<file path="config.mk">
export PLATFORM = sky130hd
export DESIGN_NAME = raster_sync_gen
export DESIGN_NICKNAME = d
export VERILOG_FILES = /design/src/rtl/raster_sync_pkg.sv /design/src/rtl/raster_axis.sv /design/src/rtl/raster_sync_gen.sv
export SDC_FILE = /design/constraint.sdc
export NUM_CORES = 1
export LEC_CHECK = 0
export ABC_CLOCK_PERIOD_IN_PS = 2800
export CORE_UTILIZATION = 58
export CTS_CLUSTER_DIAMETER = 80
export DETAILED_ROUTE_END_ITERATION = 16
export MAX_ROUTING_LAYER = met4
export PLACE_DENSITY = 0.91
export SETUP_SLACK_MARGIN = 0.2
export SLEW_MARGIN = 20
export SYNTH_ARGS = -nofsm -noshare
export SYNTH_HDL_FRONTEND = slang
export SYNTH_HIERARCHICAL = 1
export SYNTH_SLANG_ARGS = --single-unit
</file>
<file path="constraint.sdc">
create_clock -name pixelClk -period 2.8 [get_ports pixelClk]
set_input_delay 0.56 -clock pixelClk [delete_from_list [all_inputs] [get_ports pixelClk]]
set_output_delay 0.56 -clock pixelClk [all_outputs]
set_load 0.02 [all_outputs]
</file>
<file path="src/rtl/raster_sync_pkg.sv">
// Shared types and constants for the raster timing generator.
package raster_sync_pkg;

  localparam int unsigned COORD_W = 11;
  localparam int unsigned RGB_W   = 24;
  localparam int unsigned N_BARS  = 8;

  typedef logic [COORD_W-1:0] coord_t;

  typedef enum logic [1:0] {
    REG_ACTIVE = 2'd0,
    REG_FRONT  = 2'd1,
    REG_SYNC   = 2'd2,
    REG_BACK   = 2'd3
  } region_t;

  // Bar colours, index 0 (left) is white, index 7 (right) is black.
  localparam logic [N_BARS-1:0][RGB_W-1:0] BAR_RGB = {
    24'h000000, 24'h0000FF, 24'hFF0000, 24'hFF00FF,
    24'h00FF00, 24'h00FFFF, 24'hFFFF00, 24'hFFFFFF
  };

endpackage

</file>
<file path="src/rtl/raster_axis.sv">
// One raster axis: position counter plus ACTIVE->FRONT->SYNC->BACK region FSM.
module raster_axis
  import raster_sync_pkg::*;
#(
  parameter int unsigned ACTIVE = 1280,
  parameter int unsigned FP     = 110,
  parameter int unsigned SYNC   = 40,
  parameter int unsigned BP     = 220,
  parameter bit          POL    = 1'b1
) (
  input  logic    clk,
  input  logic    reset,
  input  logic    step,
  output coord_t  cnt,
  output region_t region,
  output logic    sync,
  output logic    wrap
);

  localparam int unsigned TOTAL = ACTIVE + FP + SYNC + BP;

  coord_t  rcnt;
  coord_t  rcnt_nxt;
  coord_t  cnt_nxt;
  coord_t  last_c;
  region_t region_nxt;

  assign wrap = step && (cnt == COORD_W'(TOTAL - 1));
  assign sync = (region == REG_SYNC) ? POL : ~POL;

  always_ff @(posedge clk or posedge reset) begin
    if (reset) begin
      cnt    <= '0;
      rcnt   <= '0;
      region <= REG_ACTIVE;
    end else begin
      cnt    <= cnt_nxt;
      rcnt   <= rcnt_nxt;
      region <= region_nxt;
    end
  end

  // Region length lookup and next-state on each step.
  always_comb begin
    region_nxt = region;
    rcnt_nxt   = rcnt;
    cnt_nxt    = cnt;
    last_c     = COORD_W'(ACTIVE - 1);
    case (region)
      REG_ACTIVE: last_c = COORD_W'(ACTIVE - 1);
      REG_FRONT:  last_c = COORD_W'(FP - 1);
      REG_SYNC:   last_c = COORD_W'(SYNC - 1);
      REG_BACK:   last_c = COORD_W'(BP - 1);
      default:    last_c = COORD_W'(ACTIVE - 1);
    endcase
    if (step) begin
      cnt_nxt = wrap ? '0 : cnt + COORD_W'(1);
      if (rcnt == last_c) begin
        rcnt_nxt = '0;
        case (region)
          REG_ACTIVE: region_nxt = REG_FRONT;
          REG_FRONT:  region_nxt = REG_SYNC;
          REG_SYNC:   region_nxt = REG_BACK;
          REG_BACK:   region_nxt = REG_ACTIVE;
          default:    region_nxt = REG_ACTIVE;
        endcase
      end else begin
        rcnt_nxt = rcnt + COORD_W'(1);
      end
    end
  end

endmodule

</file>
<file path="src/rtl/raster_sync_gen.sv">
// Raster timing generator: hsync/vsync/de and active pixel coordinate, one pixel per enable.
// Define RASTER_TESTPAT_EN to add the rgb colour-bar test pattern output.
module raster_sync_gen
  import raster_sync_pkg::*;
#(
  parameter int unsigned H_ACTIVE = 1280,
  parameter int unsigned H_FP     = 110,
  parameter int unsigned H_SYNC   = 40,
  parameter int unsigned H_BP     = 220,
  parameter bit          HS_POL   = 1'b1,
  parameter int unsigned V_ACTIVE = 720,
  parameter int unsigned V_FP     = 5,
  parameter int unsigned V_SYNC   = 5,
  parameter int unsigned V_BP     = 20,
  parameter bit          VS_POL   = 1'b1
) (
  input  logic              pixelClk,
  input  logic              reset,
  input  logic              enable,
  output logic              hsync,
  output logic              vsync,
  output logic              de,
  output coord_t            x,
  output coord_t            y,
  output logic              lineStart,
  output logic              frameStart
`ifdef RASTER_TESTPAT_EN
  ,
  output logic [RGB_W-1:0]  rgb
`endif
);

  coord_t  h_cnt;
  coord_t  v_cnt;
  region_t h_region;
  region_t v_region;
  logic    h_sync;
  logic    v_sync;
  logic    h_wrap;
  logic    unused_v_wrap;
  logic    active_c;

  raster_axis #(
    .ACTIVE (H_ACTIVE),
    .FP     (H_FP),
    .SYNC   (H_SYNC),
    .BP     (H_BP),
    .POL    (HS_POL)
  ) u_h_axis (
    .clk    (pixelClk),
    .reset  (reset),
    .step   (enable),
    .cnt    (h_cnt),
    .region (h_region),
    .sync   (h_sync),
    .wrap   (h_wrap)
  );

  raster_axis #(
    .ACTIVE (V_ACTIVE),
    .FP     (V_FP),
    .SYNC   (V_SYNC),
    .BP     (V_BP),
    .POL    (VS_POL)
  ) u_v_axis (
    .clk    (pixelClk),
    .reset  (reset),
    .step   (enable && h_wrap),
    .cnt    (v_cnt),
    .region (v_region),
    .sync   (v_sync),
    .wrap   (unused_v_wrap)
  );

  assign active_c = (h_region == REG_ACTIVE) && (v_region == REG_ACTIVE);

  // Outputs follow the counters by one enabled cycle; pulses clear when stalled.
  always_ff @(posedge pixelClk or posedge reset) begin
    if (reset) begin
      hsync      <= ~HS_POL;
      vsync      <= ~VS_POL;
      de         <= 1'b0;
      x          <= '0;
      y          <= '0;
      lineStart  <= 1'b0;
      frameStart <= 1'b0;
    end else if (enable) begin
      hsync      <= h_sync;
      vsync      <= v_sync;
      de         <= active_c;
      x          <= active_c ? h_cnt : '0;
      y          <= active_c ? v_cnt : '0;
      lineStart  <= active_c && (h_cnt == '0);
      frameStart <= active_c && (h_cnt == '0) && (v_cnt == '0);
    end else begin
      lineStart  <= 1'b0;
      frameStart <= 1'b0;
    end
  end

`ifdef RASTER_TESTPAT_EN
  logic [2:0] bar_idx_c;

  assign bar_idx_c = 3'((32'(h_cnt) * 32'(N_BARS)) / H_ACTIVE);

  always_ff @(posedge pixelClk or posedge reset) begin
    if (reset) begin
      rgb <= '0;
    end else if (enable) begin
      rgb <= active_c ? BAR_RGB[bar_idx_c] : '0;
    end
  end
`endif

endmodule

</file>
==> Word-level counts from Yosys, hierarchy flattened <==
Index checks and enable logic that the tools add are counted.
{ "totals": {"elab_cells": 54, "output_inout_bits": 27, "register_bits": 75} }
{ "op_classes": {"addsub": 4, "muxes": 14, "n_eq_ne": 10, "n_reduce_logical": 13} }
{ "ops": {"columns": ["operator", "count"], "rows": [
  ["11-bit 2-to-1 mux", 6],
  ["11-bit by 1-bit adder with 11-bit output (second input constant)", 4],
  ["11-bit one-hot mux with 4 select lines", 1],
  ["11-bit one-hot mux with 3 select lines", 1],
  ["11-bit equality test", 2],
  ["11-bit zero test", 2],
  ["2-bit one-hot mux with 4 select lines", 2],
  ["11-bit by 10-bit equality test with 1-bit output (second input constant)", 1],
  ["11-bit equality test (second input constant)", 1],
  ["2-bit equality test (second input constant)", 4],
  ["1-bit logical AND", 6],
  ["2-bit by 1-bit equality test with 1-bit output (second input constant)", 2],
  ["2-bit zero test", 2],
  ["1-bit 2-to-1 mux", 4],
  ["2-bit AND reduction", 2],
  ["2-bit OR reduction", 1]
]} }

==> Depth between registers and ports, before layout <==
{ "logic_depth": {"word_depth": 5, "mapped_depth": 10, "depth_no_buf": 9} }

==> Modules after synthesis <==
The synthesis kept the hierarchy.
{ "by_module_without_submodules": {"columns": ["module", "cells_per_inst", "area_per_inst_um2", "seq_area_each_um2", "instances"], "rows": [
  ["raster_axis (u_h_axis)", 131, 1330.0, 600.6, 1],
  ["raster_axis (u_v_axis)", 124, 1255.0, 600.6, 1],
  ["raster_sync_gen", 70, 1049.8, 675.6, 1]
]} }

==> Least setup slack after synthesis <==
OpenSTA, ideal clock, no wires.
{ "synth_timing": {"path_type": "register -> register", "from": "register u_h_axis.cnt[1]", "to": "register u_v_axis.cnt[1]", "slack_ns": 0.195, "path_stages_with_launch": 10, "t_required_ns": 2.675, "period_less_slack_ns": 2.605, "arrival_time_ns": 2.480, "setup_time_ns": 0.125, "path_cell_list": "dfrtp_1 -> inv_1 -> ha_1 -> or4b_4 -> nor3_4 -> and2_1 -> nand3_1 -> nor4_4 -> nor2_1 -> mux2_2"} }
{ "synth_via": {"elab_chain_cells": 5} }
{ "synth_rtl": {"columns": ["element", "line_no", "text"], "rows": [
  ["start: declaration", "raster_axis.sv:14", "output coord_t cnt,"],
  ["start signal: assignment", "raster_axis.sv:37", "cnt <= cnt_nxt;"],
  ["11-bit equality test", "raster_axis.sv:28", "assign wrap = step && (cnt == COORD_W'(TOTAL - 1));"],
  ["1-bit logical AND", "raster_axis.sv:28", null],
  ["net h_wrap", "raster_sync_gen.sv:39", "logic h_wrap;"],
  ["1-bit logical AND", "raster_sync_gen.sv:68", ".step (enable && h_wrap),"],
  ["1-bit logical AND", "raster_axis.sv:28", null],
  ["net unused_v_wrap", "raster_sync_gen.sv:40", "logic unused_v_wrap;"],
  ["11-bit 2-to-1 mux", "raster_axis.sv:57", "cnt_nxt = wrap ? '0 : cnt + COORD_W'(1);"],
  ["end signal: assignment", "raster_axis.sv:37", null],
  ["end: declaration", "raster_axis.sv:14", null]
]} }
The timed path passes the listed nets, and every way through them passes these cells.
A chain may end at the register's enable or synchronous reset.

==> Final worst setup path <==
{ "layout_timing": {"from": "register u_h_axis.cnt[1]", "to": "register u_v_axis.cnt[7]"} }
{ "layout_via": {"elab_chain_cells": 5} }
{ "layout_rtl": {"columns": ["element", "line_no"], "rows": [
  ["11-bit equality test *", "raster_axis.sv:28"],
  ["1-bit logical AND *", "raster_axis.sv:28"],
  ["net h_wrap", "raster_sync_gen.sv:39"],
  ["1-bit logical AND *", "raster_sync_gen.sv:68"],
  ["1-bit logical AND", "raster_axis.sv:28"],
  ["11-bit 2-to-1 mux", "raster_axis.sv:57"]
]} }
The timed path passes the listed nets; every way through them passes the cells marked *.

==> impl_metrics.yaml <==
run_status:
  run_status: "completed"
cts:
  clkLatencyLatePin_ns: 0.35
  numCtsBuffers: 9
  htree_levels: 3
  cts_hold_buf: 0
  cts_tree: "built"
  cts_sinks: 75
  clock_path_buffers: 2
  cts.root.buffer_cell: "clkbuf_8"
  path_clk_slew_ns: 0.08
synth:
  yosysTopAreaCellShare: 0.516
  syn_inst: 325
  syn-cell-area_mm2: 0.00363
  seq_area_frac_synth: 0.516
  synth_nets: 341
  synth_area_per_cell_um2: 11.2
  ys_types: 45
  yosysTopAreaCell: "dfrtp_1"
  synthFlopType: "dfrtp_1"
  synth_edf_count: 0
  ys_seq_elements: 75
  ys_warn_count: 6
  synth_area_leaders: "dfrtp_1 52%, a22o_2 5.0%, ha_1 4.5%"
  async_flop_share: 1.00
finish:
  nNetsFinal: 388
  final-seq-area_mm2: 0.00188
  finish.cell_count_without_fillers: 451
  antenna_cells: 0
  final_cell_area_mm2: 0.00428
  multi_input_area_mm2: 0.00167
  mostFrequentLayoutCell: "dfrtp_1"
  final_cell_mix: "73 x dfrtp_1, 34 x nor2_1, 29 x clkdlybuf4s50_1"
  fillers: 361
  areaGrowthSynthToFinish_pct: 17.7
  drive_above_1_share: 0.184
  final_core_util: 0.714
pwr:
  power_mw: 2.46
  leakage_nw: 1.95
  p_per_area_mw_per_mm2: 575
  irDropWorstVdd_mv: 0.514
placed_design:
  post-place-ws_ns: -0.0200
  routabilityCongestion: 0.901
  dp_hpwl_mm: 5.17
  place_inst: 435
  place_area_mm2: 0.00407
  port_buffers: 29
routing:
  num_vias: 2843
  wl_mm: 8.13
  drtIter0Drc: 141
  drt_drc_violations_left: 0
  viasPerCell: 6.30
  first_pass_iters: 5
  wl_per_cell_um: 18.0
  ant_nets: 0
critical_path:
  crit_type: "flip-flop to flip-flop"
  cpMaxStageDelayCell: "or4b_4"
  required_ns: 3.03
  start_kind: "flip-flop"
  worstPathMaxFanout: 8
  end_kind: "flip-flop"
  slowest_delay_ns: 0.49
  crit_chain: "inv_1 > ha_1 > or4b_4 > nor3_4 > and2_4 > nand3_1 > buf_4 > nor3_1 > xnor2_1 > nor2_1"
  cp.arrival_ns: 2.77
global_routing:
  grt_usage: 0.269
  top_usage_layer: "met2"
  grt_overflow: 0
  use_met2: 0.427
  grtUsageMet3: 0.0494
  grt_max_degree: 28
  grt_pass1_wl_mm: 12.9
  grt_pass1_vias: 2720
  use_met1: 0.327
  antenna_found_initial: 0
sta:
  layout_setup_ws_ns: 0.260
  finalSetupTns_ns: 0
  setup_violations: 0
  finClkSkew_ns: 0.0108
  whs_ns: 0.483
  final.min_clock_period_ns: 2.54
  max_freq_mhz: 394
  relSlewSlack: 0.629
  rsz0062_at_grt: "no"
  drv_slew: 0
  hold_violations: 0
  fin_crit_sh: 0.907
  tightest_slew_ns: 0.555
flow_run:
  cap_violations: 0
floorplan:
  pin_count: 30
  fp.dieArea_mm2: 0.00659
  fp.dieW_um: 81.2
  die-height_um: 81.2
  initial_core_util: 0.607
  rows: 28
  coreArea_mm2: 0.00599
hold_path:
  hold_path_class: "flip-flop to flip-flop"
-- routing by layer --
layer	vias to the layer above	wire length [um]
met5	-	0
met4	0	299
met3	36	502
met2	161	4020
met1	1399	3310
li1	1247	-
-- repair_timing --
action / 4_1_cts / 5_1_grt
endpoints found under the hold margin: 0 / 0
gates resized for setup: 2 / 5
buffers inserted: 0 / 1
pin swaps: 0 / 1
endpoints found under the setup margin: 19 / 19
-- where the power goes --
part           leakage (nW)  switching, mW  total [mW]  internal [mW]
combinational         0.858          0.181       0.328          0.147
sequential             1.01          0.163        1.34           1.18
clock                0.0881          0.389       0.792          0.404
-- sequential cells by signal (all words and copies together) (netlist names) --
signal	count
hsync	1
y	11
u_v_axis/rcnt	11
u_v_axis/cnt	11
u_h_axis/cnt	11
u_h_axis/region	2
u_h_axis/rcnt	11
frameStart	1
u_v_axis/region	2
lineStart	1
x	11
vsync	1
de	1
-- worst max-delay path, delay by kind of cell, from the launching register on --
kind                       cells  cell delay (ns)
and+or+nand+nor                6             1.39
adders and majority gates      1             0.13
buffers and inverters          2             0.26
xor gates and xnor gates       1             0.18
DFF                            1             0.45
-- synth_stat cells (all sizes together) (3+ instances only) --
| master | instances |
|---|---|
| dfrtp | 75 |
| nor2 | 36 |
| a22o | 22 |
| nand2 | 18 |
| xor2 | 17 |
| xnor2 | 16 |
| inv | 15 |
| ha | 13 |
| nor4 | 13 |
| nor3 | 11 |
| nand4 | 10 |
| nand3 | 9 |
| o21ai | 8 |
| a21oi | 7 |
| mux2 | 7 |
| buf | 5 |
| nand2b | 5 |
| and3b | 4 |
| and4 | 4 |
| o22ai | 4 |
| or3 | 4 |
| mux2i | 3 |
-- layout make-up --
| cell class | instances | area share |
|---|---|---|
| Clock buffer | 10 | 0.0298 |
| Clock inverter | 5 | 0.0129 |
| Inverter | 15 | 0.0132 |
| Multi-Input combinational cell | 228 | 0.390 |
| Sequential cell | 75 | 0.439 |
| Tap cell | 75 | 0.0219 |
| Timing Repair Buffer | 43 | 0.0924 |
-- logic make-up (layout without fill, tap and decap cells) --
family,Yosys count,after routing,synth area share
buffers and inverters,22,73,0.0296
xor gates and xnor gates,33,33,0.0795
and+or+nand+nor,128,128,0.204
AOI/OAI and AO/OA,44,44,0.0940
DFF,75,75,0.516
muxes,10,10,0.0320
adders and majority gates,13,13,0.0448
-- final timing paths --
check                                   end  cells after the start            start  slack [ns]
hold reg to reg                          de                      1               de        0.48
setup reg to reg            u_v_axis/cnt[7]                     10  u_h_axis/cnt[1]        0.26
max in group asynchronous              x[1]                      3            reset        1.88
min in group asynchronous  u_v_axis/rcnt[5]                      3            reset        0.61
hold / removal                           de                      1               de        0.48
setup / recovery            u_v_axis/cnt[7]                     10  u_h_axis/cnt[1]        0.26
Power figures use the tool's default switching activity.
